File: config.mk
export PLATFORM = sky130hd
export DESIGN_NAME = aes_block_loader
export DESIGN_NICKNAME = d
export VERILOG_FILES = /design/src/rtl/aes_pkg.sv /design/src/rtl/aes_byte_serializer.sv /design/src/rtl/aes_block_loader.sv
export SDC_FILE = /design/constraint.sdc
export NUM_CORES = 1
export LEC_CHECK = 0
export ABC_AREA = 1
export ABC_CLOCK_PERIOD_IN_PS = 5500
export CAP_MARGIN = 15
export CORE_MARGIN = 5
export CORE_UTILIZATION = 35
export DETAILED_ROUTE_END_ITERATION = 8
export PLACE_DENSITY = 0.65
export SYNTH_ARGS = -nofsm -noshare
export SYNTH_HDL_FRONTEND = slang
export SYNTH_HIERARCHICAL = 1
export SYNTH_SLANG_ARGS = --single-unit
File: constraint.sdc
create_clock -name clk -period 5.5 [get_ports clk]
set_clock_uncertainty 0.05 [all_clocks]
set_input_delay 0.55 -clock clk [delete_from_list [all_inputs] [get_ports clk]]
set_output_delay 0.55 -clock clk [all_outputs]
set_load 0.01 [all_outputs]
File: src/rtl/aes_pkg.sv
// Shared types and constants for the AES byte-serial loader slice.
// Latency: n/a (package only).
// Backpressure: n/a (package only).
//
// Contents:
//   aes_state_t  - loader FSM states
//   aes_block_t  - 128-bit block in [0:127] order, byte 0 in bits [0:7]
//   aesSetByte   - returns a block with one byte replaced
package aes_pkg;

  localparam int AES_BLOCK_W     = 128;
  localparam int AES_BYTE_W      = 8;
  localparam int AES_BLOCK_BYTES = 16;

  typedef enum logic [1:0] {
    LOAD_KEY  = 2'd0,
    LOAD_TEXT = 2'd1,
    WAIT      = 2'd2,
    SEND      = 2'd3
  } aes_state_t;

  typedef logic [0:AES_BLOCK_W-1] aes_block_t;

  // Byte idx occupies bits [8*idx : 8*idx+7]; with the ascending range that is
  // the idx-th byte counting from the most significant end.
  function automatic aes_block_t aesSetByte(input aes_block_t blk,
                                            input logic [3:0] idx,
                                            input logic [AES_BYTE_W-1:0] val);
    aes_block_t res;
    res = blk;
    res[AES_BYTE_W*idx +: AES_BYTE_W] = val;
    return res;
  endfunction

endpackage

File: src/rtl/aes_byte_serializer.sv
// Purpose: streams a captured 128-bit result out one byte at a time, [0:7] first.
// Latency: first byte valid the cycle after load; one byte per accepted cycle.
// Backpressure: out_ready low stalls indefinitely with out_data held stable.
//
// Ports:
//   clk, reset    - clock, synchronous active-high reset
//   load          - capture loadData into the shift register, raise out_valid
//   loadData      - block to serialize
//   out_valid     - output byte valid
//   out_ready     - downstream accepts byte
//   out_data      - current byte (shift register bits [0:7])
//   done          - high in the cycle the 16th byte is transferred
module aes_byte_serializer
  import aes_pkg::*;
(
  input  logic                  clk,
  input  logic                  reset,
  input  logic                  load,
  input  aes_block_t            loadData,
  output logic                  out_valid,
  input  logic                  out_ready,
  output logic [AES_BYTE_W-1:0] out_data,
  output logic                  done
);

  aes_block_t shiftReg;
  logic [3:0] sentCnt;
  logic       validReg;
  logic       xfer;
  logic       lastByte;

  assign xfer     = validReg && out_ready;
  assign lastByte = (sentCnt == 4'(AES_BLOCK_BYTES - 1));
  assign done     = xfer && lastByte;

  assign out_valid = validReg;
  assign out_data  = shiftReg[0:AES_BYTE_W-1];

  always_ff @(posedge clk) begin
    if (reset) begin
      shiftReg <= '0;
      sentCnt  <= '0;
      validReg <= 1'b0;
    end else if (load) begin
      shiftReg <= loadData;
      sentCnt  <= '0;
      validReg <= 1'b1;
    end else if (xfer) begin
      // Zero fill means out_data reads 0 once the block is fully drained.
      shiftReg <= {shiftReg[AES_BYTE_W:AES_BLOCK_W-1], {AES_BYTE_W{1'b0}}};
      if (lastByte) begin
        sentCnt  <= '0;
        validReg <= 1'b0;
      end else begin
        sentCnt  <= sentCnt + 4'd1;
      end
    end
  end

endmodule

File: src/rtl/aes_block_loader.sv
// Purpose: byte-serial key/text loader and result unloader around an AES core.
// Latency: start one cycle after the last text byte; result captured CORE_LATENCY cycles later.
// Backpressure: in_ready only in load states; out_ready low stalls the byte output indefinitely.
//
// Ports:
//   clk, reset          - clock, synchronous active-high reset (wins over everything)
//   in_valid/in_ready   - input byte handshake, in_data the byte
//   key, text           - assembled 128-bit words, byte 0 in bits [0:7]
//   start               - one-cycle pulse when key and text are complete
//   result              - core output, sampled CORE_LATENCY cycles after start
//   out_valid/out_ready - output byte handshake, out_data the byte
//   busy                - low only in a load state with no byte collected yet
//
// Build option: AES_LOADER_KEY_HOLD_EN - when defined, the key is kept after a
// block is sent and the next block needs only its 16 text bytes.
module aes_block_loader
  import aes_pkg::*;
#(
  parameter int CORE_LATENCY = 11,
  parameter int BYTES        = 16
) (
  input  logic                  clk,
  input  logic                  reset,
  input  logic                  in_valid,
  output logic                  in_ready,
  input  logic [AES_BYTE_W-1:0] in_data,
  output aes_block_t            key,
  output aes_block_t            text,
  output logic                  start,
  input  aes_block_t            result,
  output logic                  out_valid,
  input  logic                  out_ready,
  output logic [AES_BYTE_W-1:0] out_data,
  output logic                  busy
);

  aes_state_t state;
  aes_state_t nextState;
  logic [3:0] byteCnt;
  logic [7:0] waitCnt;
  aes_block_t keyReg;
  aes_block_t textReg;
  logic       startReg;

  logic accept;
  logic lastByte;
  logic inLoad;
  logic serLoad;
  logic serDone;

  assign lastByte = (byteCnt == 4'(BYTES - 1));
  assign accept   = in_valid && in_ready;

  // ---------------------------------------------------------------------------
  // Next-state and combinational outputs
  // ---------------------------------------------------------------------------
  always_comb begin
    nextState = state;
    inLoad    = 1'b0;
    serLoad   = 1'b0;

    case (state)
      LOAD_KEY: begin
        inLoad = 1'b1;
        if (in_valid && lastByte) nextState = LOAD_TEXT;
      end
      LOAD_TEXT: begin
        inLoad = 1'b1;
        if (in_valid && lastByte) nextState = WAIT;
      end
      WAIT: begin
        // The counter reaches zero exactly CORE_LATENCY edges after the
        // start pulse begins, so the result is sampled on the next edge.
        if (waitCnt == 8'd0) begin
          serLoad   = 1'b1;
          nextState = SEND;
        end
      end
      SEND: begin
        if (serDone) begin
`ifdef AES_LOADER_KEY_HOLD_EN
          nextState = LOAD_TEXT;
`else
          nextState = LOAD_KEY;
`endif
        end
      end
      default: nextState = LOAD_KEY;
    endcase
  end

  assign in_ready = inLoad;
  assign busy     = !(inLoad && (byteCnt == 4'd0));

  // ---------------------------------------------------------------------------
  // State, byte assembly and wait counter
  // ---------------------------------------------------------------------------
  always_ff @(posedge clk) begin
    if (reset) begin
      state    <= LOAD_KEY;
      byteCnt  <= '0;
      waitCnt  <= '0;
      keyReg   <= '0;
      textReg  <= '0;
      startReg <= 1'b0;
    end else begin
      state    <= nextState;
      startReg <= (state == LOAD_TEXT) && accept && lastByte;

      if (accept) begin
        // 4-bit counter wraps to 0 after the 16th byte.
        byteCnt <= byteCnt + 4'd1;
        if (state == LOAD_KEY) keyReg  <= aesSetByte(keyReg,  byteCnt, in_data);
        else                   textReg <= aesSetByte(textReg, byteCnt, in_data);
      end

      if ((state == LOAD_TEXT) && accept && lastByte) begin
        waitCnt <= 8'(CORE_LATENCY);
      end else if ((state == WAIT) && (waitCnt != 8'd0)) begin
        waitCnt <= waitCnt - 8'd1;
      end
    end
  end

  assign key   = keyReg;
  assign text  = textReg;
  assign start = startReg;

  // ---------------------------------------------------------------------------
  // Output side
  // ---------------------------------------------------------------------------
  aes_byte_serializer uSer (
    .clk       (clk),
    .reset     (reset),
    .load      (serLoad),
    .loadData  (result),
    .out_valid (out_valid),
    .out_ready (out_ready),
    .out_data  (out_data),
    .done      (serDone)
  );

endmodule

==> flow_summary.yaml, run 1 <==
floorplanning:
  die_h_um: 228.9
  die_w_um: 228.9
  core_um2: 47550
  ios: 408
  die_area_um2: 52410
  std_cell_rows: 80
  start_util: 0.3528
clock_network:
  cts_buffers: 45
  cts_setup_buffers: 0
  hold_buffers: 0
  tritoncts: "done"
  clk_pin_slew_ps: 60
  post_cts_resized: 0
  cts_sinks: 404
  clockBufferDepth: 3
  clock_latency_ps: 570
  cts-root-buf: "clkbuf_16"
  htree_levels: 2
drt:
  firstDrtPassIters: 6
  post_drt_wl_per_cell_um: 17.55
  wl_um: 59970
  via_per_inst: 4.913
  ant_nets: 0
  vias: 16790
  drt_iter0_markers: 1419
  route.detailed.drc: 0
yosys:
  ys_ff_latch: 404
  synth-edff-count: 0
  synth_common_cells: "nand2_1, nor2_1, dfxtp_1"
  yosysMostFrequentCell: "nand2_1"
  synth-seq-area-share: 0.4821
  synth_area_um2: 16780
  postSynthCellCount: 2436
  synth_ff_type: "dfxtp_1"
  synth_fp_nets: 2589
  avgSynthCellArea_um2: 6.887
  async_reset_ff_frac: 0
  synth_top_area_cell: "dfxtp_1"
  yosys-top-cells-area: "dfxtp_1, nand2_1, nor2_1"
  synth_top_area_frac: 0.4821
  ys_warn_count: 6
  synth.distinct_cells: 29
global_route:
  antenna_found_initial: 4
  grt_pass1_vias: 16050
  track_usage: 0.2167
  grt_pass1_wl_um: 91630
  grt_max_degree: 194
  grt-ovfl-total: 0
setup_path:
  worstSetupPathType: "reg2reg"
  worstPathArrival_ps: 4360
  start_kind: "flip-flop"
  cp.required_ps: 5850
  r2r-start: "waitCnt[0]$_SDFFE_PP0P_"
  endpoint_kind: "flip-flop"
  worst-path-max-fanout: 59
  critical_path.startpoint: "waitCnt[0]$_SDFFE_PP0P_"
sta:
  report.final.slew_viol_count: 0
  max_slew_margin: 0.2802
  finalSetupViolCount: 0
  rsz0062_at_grt: "false"
  final.setup.tns_ps: 0
  worst-slew-pin-transition_ps: 1080
  fin_crit_ps: 4014
  period_share: 0.7299
  fmax_mhz: 249.1
  setup_slack_ps: 1486
  hold_viol_final: 0
placement:
  hpwl_um: 42600
  place_congestion: 0.8619
  pre_cts_ws_ps: 1585
  port_buffers: 407
min_path:
  holdCritPathClass: "in2reg"
  hold_start: "reset"
pwr:
  powerDensity_nw_per_um2: 357.3
  leakagePower_nw: 9.149
  max-vdd-ir-drop_mv: 0.2211
status:
  outcome: "completed"
finish:
  syn2layout_area_growth_pct: 34.03
  drive_gt1_frac: 0.04109
  nNetsFinal: 2923
run:
  maxCapViolations: 0
## layout make-up
cell class | instances | area, um^2
multi-input combinational | 1806 | 7645
clock buffer | 61 | 1299
timing repair buffer | 417 | 4167
sequential | 404 | 8089
inverter | 96 | 367.9
antenna | 4 | 10.01
clock inverter | 15 | 138.9
tap | 615 | 769.5
fill | 4713 | 25060
## routing by layer
layer	up-vias	part of all wire	track usage
li1	8340	-	-
met1	7732	0.41	0.2665
met2	635	0.48	0.3705
met3	87	0.085	0.06099
met4	0	0.023	0.06484
met5	-	0	0
## final timing paths
path,endpoint,slack [ps],cells past startpoint
setup / recovery,uSer/shiftReg[55]$_SDFFE_PP0P_,1490,13
hold / removal,uSer/shiftReg[107]$_SDFFE_PP0P_,400,2
setup reg to reg,uSer/shiftReg[55]$_SDFFE_PP0P_,1490,13
hold reg to reg,uSer/shiftReg[70]$_SDFFE_PP0P_,410,2
## per-stage QoR
stage	area (um^2)	std cells	power, mW	hold slack (ps)	utilization
2_1_floorplan	16780	2436	4.486	389.2	-
3_3_place_gp	21010	3337	5.092	397.4	0.4419
3_5_place_dp	21010	3337	5.113	401.9	0.4419
4_1_cts	22450	3413	8.093	358.2	0.4721
5_1_grt	22490	3418	8.421	391.8	0.4729
6_report	22490	3418	8.034	400.8	0.4729
## sequential cells by signal (all words and copies together) (netlist names)
signal	count
key	128
text	128
uSer/shiftReg	128
waitCnt	8
byteCnt	4
uSer/sentCnt	4
state	2
start	1
uSer/out_valid	1
## worst max-delay path, stage by stage, from the launching register on
cell and delay, ps:
dfxtp_1 310, inv_1 120, ha_1 160, inv_1 40
nor2_1 100, nand2_1 130, nor2_4 100, buf_4 380
clkinv_2 530, nand2_4 410, clkinv_2 690, buf_4 560
nand2_1 130, a21oi_1 60
## power breakdown
part | switching [mW] | internal, mW | total [mW]
logic | 1.25 | 0.565 | 1.81
registers | 0.154 | 3.11 | 3.27
clock network | 1.21 | 1.74 | 2.95
## cell families after synthesis
| family | Yosys count | synth area share |
|---|---|---|
| and+or+nand+nor | 1379 | 0.3200 |
| xor gates and xnor gates | 2 | 0.001044 |
| buffers and inverters | 226 | 0.06325 |
| AOI/OAI and AO/OA | 412 | 0.1240 |
| DFF | 404 | 0.4821 |
| adders and majority gates | 13 | 0.009696 |
## cell usage in the layout (no fill, tap or decap), drive strengths merged
cell and count:
nand3 34, nand3b 1, nand4 2, a31oi 10, inv 93, o21ai 219, ha 13, clkbuf 61
buf 11, nor2 545, xor2 2, clkdlybuf4s50 406, a21oi 181, clkinv 15, bufinv 2, clkinvlp 1
o21bai 2, diode 4, nor3 30, and2 1, dfxtp 404, nand2 766
No activity file was read; power rests on OpenSTA's default activity.
==> run 2, diff against run 1 <==
ABC_CLOCK_PERIOD_IN_PS = 4110   (was 5500)
clock period = 4.11 ns   (was 5.5 ns; I/O delays follow)
==> run 2 against run 1 <==
Cell count is 0.23% higher. Register-to-register slack lost 600 ps. Sequential power up 34%. Hold slack worse by 170 ps. Die area is the same. Largest cell class unchanged. Design area decreased by 0.10%. Highest routed layer unchanged. Combinational power up 34%. Critical endpoint is now busy. Total power increased by 32%. Routed wire length down 1.8%. Clock power rose by 29%.
==> flow_summary.yaml, run 2 (same netlist as run 1, synthesis figures left out) <==
status:
  outcome: "completed"
min_path:
  min_delay_path_depth: 2
  holdCritPathClass: "in2reg"
  min_to: "uSer/shiftReg[104]$_SDFFE_PP0P_"
  hold_start: "reset"
placement:
  placed_cells: 3342
  port_buffers: 407
  place_area_um2: 21060
  pre_cts_ws_ps: 910.7
  hpwl_um: 42100
  place_congestion: 0.8958
setup_path:
  reg2reg_setup_slack_ps: 890
  worst-path-max-fanout: 12
  r2r-start: "waitCnt[0]$_SDFFE_PP0P_"
  start_kind: "flip-flop"
  reg2reg_depth: 12
  cp.required_ps: 3650
  reg2reg_to: "uSer/shiftReg[49]$_SDFFE_PP0P_"
  worstSetupPathType: "reg2out"
  worstPathArrival_ps: 3140
  endpoint_kind: "output pin"
drt:
  wl_um: 58920
  post_drt_wl_per_cell_um: 17.20
  route.detailed.drc: 0
  vias: 16730
  firstDrtPassIters: 6
  via_per_inst: 4.883
  drt_iter0_markers: 1494
  ant_nets: 0
floorplanning:
  die_h_um: 228.9
  core_um2: 47550
  start_util: 0.3528
  std_cell_rows: 80
  die_w_um: 228.9
  ios: 408
  die_area_um2: 52410
finish:
  stdcell_count: 3426
  syn2layout_area_growth_pct: 33.90
  final_common_cell: "nand2_1"
  nNetsFinal: 2926
  drive_gt1_frac: 0.04134
  final_cell_area_um2: 22460
  layout_common_cells: "nand2_1, nor2_1, clkdlybuf4s50_1, dfxtp_1, o21ai_0"
clock_network:
  cts_sinks: 404
  cts_buffers: 44
  tritoncts: "done"
  clockBufferDepth: 3
  cts-root-buf: "clkbuf_16"
  cts_setup_buffers: 0
  clock_latency_ps: 580
  post_cts_resized: 0
  htree_levels: 2
  hold_buffers: 0
  clk_pin_slew_ps: 60
sta:
  max_slew_margin: 0.2660
  setup_slack_ps: 507.4
  fin_crit_ps: 3603
  rsz0062_at_grt: "false"
  worst-slew-pin-transition_ps: 1101
  hold_viol_final: 0
  report.final.slew_viol_count: 0
  finalSetupViolCount: 0
  final.setup.tns_ps: 0
  fmax_mhz: 277.6
  period_share: 0.8765
global_route:
  grt_pass1_vias: 15830
  use_met3: 0.06435
  grt-ovfl-total: 0
  top_usage_layer: "met2"
  grt_use_met2: 0.3545
  antenna_found_initial: 5
  grt_pass1_wl_um: 89790
  gr-usage-met1: 0.2657
  grt_max_degree: 121
  track_usage: 0.2123
pwr:
  leakagePower_nw: 9.140
  powerDensity_nw_per_um2: 471.9
  power_mw: 10.60
  max-vdd-ir-drop_mv: 0.2547
run:
  maxCapViolations: 0
## run 2: cell count changes in the layout (fill, tap and decap cells not counted), sizes merged
cell      previous run  this run
clkbuf              61        68
buf                 11        15
bufinv               2         0
clkinvlp             1         0
diode                4         5
inv                 93        92
## run 2: metal layers
layer	share of wire	vias up	wire [um]
met5	0	-	0
met4	0.026	0	1517
met3	0.087	94	5101
met2	0.47	653	27750
met1	0.42	7642	24550
li1	-	8340	-
## run 2: final cells by class
class | instances | area (um^2)
fillers | 4662 | 25080
flip-flops and latches | 404 | 8089
multi-input cells | 1806 | 7645
repair buffers | 421 | 4189
clock buffers | 68 | 1301
well taps | 615 | 769.5
inverters | 96 | 367.9
clock inverters | 11 | 88.84
diodes | 5 | 12.51
## run 2: stage by stage
stage	util	hold WS, ps
after global placement	0.4429	398.1
final	0.4724	231.3
after floorplan	-	389.2
after CTS	0.4722	192.5
after global routing	0.4724	214.6
after detailed placement	0.4429	402.0
## run 2: worst max-delay path, stage by stage, from the launching register on
cell and delay, ps:
dfxtp_1 430, inv_1 320, ha_1 460, inv_2 140
nor3_1 450, nand2_1 220, clkdlybuf4s50_1 540
## run 2: worst max path at each step
stage | from | end | slack, ps | cells past startpoint
final | byteCnt[1]$_SDFFE_PP0N_ | busy | 510 | 6
after global routing | byteCnt[1]$_SDFFE_PP0N_ | busy | 400 | 6
after CTS | byteCnt[1]$_SDFFE_PP0N_ | busy | 520 | 6
after detailed placement | waitCnt[0]$_SDFFE_PP0P_ | uSer/shiftReg[25]$_SDFFE_PP0P_ | 910 | 12
after global placement | waitCnt[0]$_SDFFE_PP0P_ | uSer/shiftReg[31]$_SDFFE_PP0P_ | 1000 | 12
after floorplan | byteCnt[1]$_SDFFE_PP0N_ | key[56]$_SDFFE_PP0P_ | 1910 | 12
## run 2: where the power goes
part | total [mW] | internal [mW] | switching (mW)
clock | 3.81 | 2.19 | 1.63
combinational | 2.42 | 0.770 | 1.64
sequential | 4.37 | 4.17 | 0.202
==> run 3, diff against run 2 <==
CORE_MARGIN = not set   (was 5)
==> run 3 against run 2 <==
Global-route usage increased by 2.0 points. Non-clock buffer count fell by 3. Clock power rose by 3%. Highest routed layer unchanged.
==> flow_summary.yaml, run 3 (same netlist as run 1, synthesis figures left out) <==
setup_path:
  reg2reg_depth: 7
  reg2reg_setup_slack_ps: 930
  worstSetupPathType: "reg2out"
  cp.required_ps: 3650
  endpoint_kind: "output pin"
  worst-path-max-fanout: 12
  r2r-start: "byteCnt[2]$_SDFFE_PP0N_"
  critical_path.startpoint: "byteCnt[1]$_SDFFE_PP0N_"
  start_kind: "flip-flop"
  reg2reg_to: "key[36]$_SDFFE_PP0P_"
  worstPathArrival_ps: 3010
floorplanning:
  die_area_um2: 48810
  core_um2: 46950
  die_w_um: 220.9
  std_cell_rows: 79
  die_h_um: 220.9
  ios: 408
  start_util: 0.3573
global_route:
  track_usage: 0.2323
  grt_pass1_wl_um: 90330
  grt_pass1_vias: 16150
  grt_use_met2: 0.3839
  grt-ovfl-total: 0
  antenna_found_initial: 6
  gr-usage-met1: 0.2866
  grt_max_degree: 166
  top_usage_layer: "met2"
  use_met3: 0.06533
placement:
  pre_cts_ws_ps: 976.3
  placed_cells: 3331
  port_buffers: 407
  hpwl_um: 41470
  place_congestion: 0.8972
finish:
  layout_common_cells: "nand2_1, nor2_1, clkdlybuf4s50_1, dfxtp_1, o21ai_0"
  nNetsFinal: 2924
  drive_gt1_frac: 0.04245
  stdcell_count: 3417
  final_common_cell: "nand2_1"
  fill_cells: 4622
  syn2layout_area_growth_pct: 34.05
sta:
  report.final.slew_viol_count: 0
  finalSetupViolCount: 0
  hold_viol_final: 0
  worst-slew-pin-transition_ps: 1094
  holdWs_ps: 365.9
  fin_crit_ps: 3469
  max_slew_margin: 0.2665
  fmax_mhz: 288.2
  rsz0062_at_grt: "false"
  setup_slack_ps: 640.6
  period_share: 0.8441
  final.setup.tns_ps: 0
min_path:
  holdCritPathClass: "in2reg"
  min_delay_path_depth: 3
  hold_start: "result[0]"
  min_to: "uSer/shiftReg[0]$_SDFFE_PP0P_"
clock_network:
  cts-root-buf: "clkbuf_16"
  cts_buffers: 45
  htree_levels: 2
  clock_latency_ps: 570
  hold_buffers: 0
  clk_pin_slew_ps: 60
  clockBufferDepth: 3
  cts_sinks: 404
  tritoncts: "done"
  post_cts_resized: 0
  cts_setup_buffers: 0
pwr:
  leakagePower_nw: 9.146
  comb_power_share: 0.226
  power.switching_mw: 3.538
  power_frac_seq: 0.407
  pwr-share-clk: 0.367
  powerDensity_nw_per_um2: 477.9
  max-vdd-ir-drop_mv: 0.2972
  switching_share: 0.3292
  p_int_mw: 7.210
drt:
  vias: 16930
  route.detailed.drc: 0
  post_drt_wl_per_cell_um: 17.22
  via_per_inst: 4.955
  ant_nets: 0
  wl_um: 58860
  drt_iter0_markers: 1502
  firstDrtPassIters: 7
status:
  outcome: "completed"
run:
  maxCapViolations: 0
## run 3: worst max-delay path by stage
stage / slack (ps) / cells after the start / end
finish: 640 / 6 / busy
global route: 520 / 6 / busy
detailed placement: 980 / 7 / key[36]$_SDFFE_PP0P_
floorplan: 1910 / 12 / key[56]$_SDFFE_PP0P_
CTS: 690 / 6 / busy
global placement: 1010 / 7 / key[38]$_SDFFE_PP0P_
## run 3: through the flow
step	power, mW	utilization	instance area (um^2)
6_report	10.75	0.4790	22490
5_1_grt	11.22	0.4789	22490
4_1_cts	10.80	0.4786	22470
3_5_place_dp	6.850	0.4481	21040
3_3_place_gp	6.825	0.4481	21040
2_1_floorplan	6.003	-	16780
## run 3: power groups by stage
stage | clock network (mW) | logic (mW) | registers (mW)
3_5_place_dp | 0 | 2.41 | 4.44
6_report | 3.94 | 2.43 | 4.37
2_1_floorplan | 0 | 1.58 | 4.42
3_3_place_gp | 0 | 2.38 | 4.44
4_1_cts | 4.02 | 2.42 | 4.36
5_1_grt | 4.17 | 2.66 | 4.40
## run 3: critical path, cell delays in order (launching register included)
cell and delay, ps:
dfxtp_1 430, inv_1 350, ha_1 490, inv_2 140
nor3_1 320, nand2_1 190, clkdlybuf4s50_1 520
## run 3: area by class of cell
class / instances / area, um^2 / share of cell area
Clock inverter: 16 / 127.6 / 0.005675
Tap cell: 607 / 759.5 / 0.03377
Clock buffer: 63 / 1304 / 0.05797
Timing Repair Buffer: 418 / 4179 / 0.1858
Multi-Input combinational cell: 1806 / 7645 / 0.3399
Inverter: 96 / 367.9 / 0.01636
Sequential cell: 404 / 8089 / 0.3597
Antenna cell: 7 / 17.52 / 0.0007789
## run 3: routing by layer
| layer | routed length, um | up-vias | part of all wire |
|---|---|---|---|
| met5 | 0 | - | 0 |
| met4 | 1622 | 0 | 0.028 |
| met3 | 5095 | 91 | 0.087 |
| met2 | 27540 | 624 | 0.47 |
| met1 | 24590 | 7874 | 0.42 |
| li1 | - | 8341 | - |
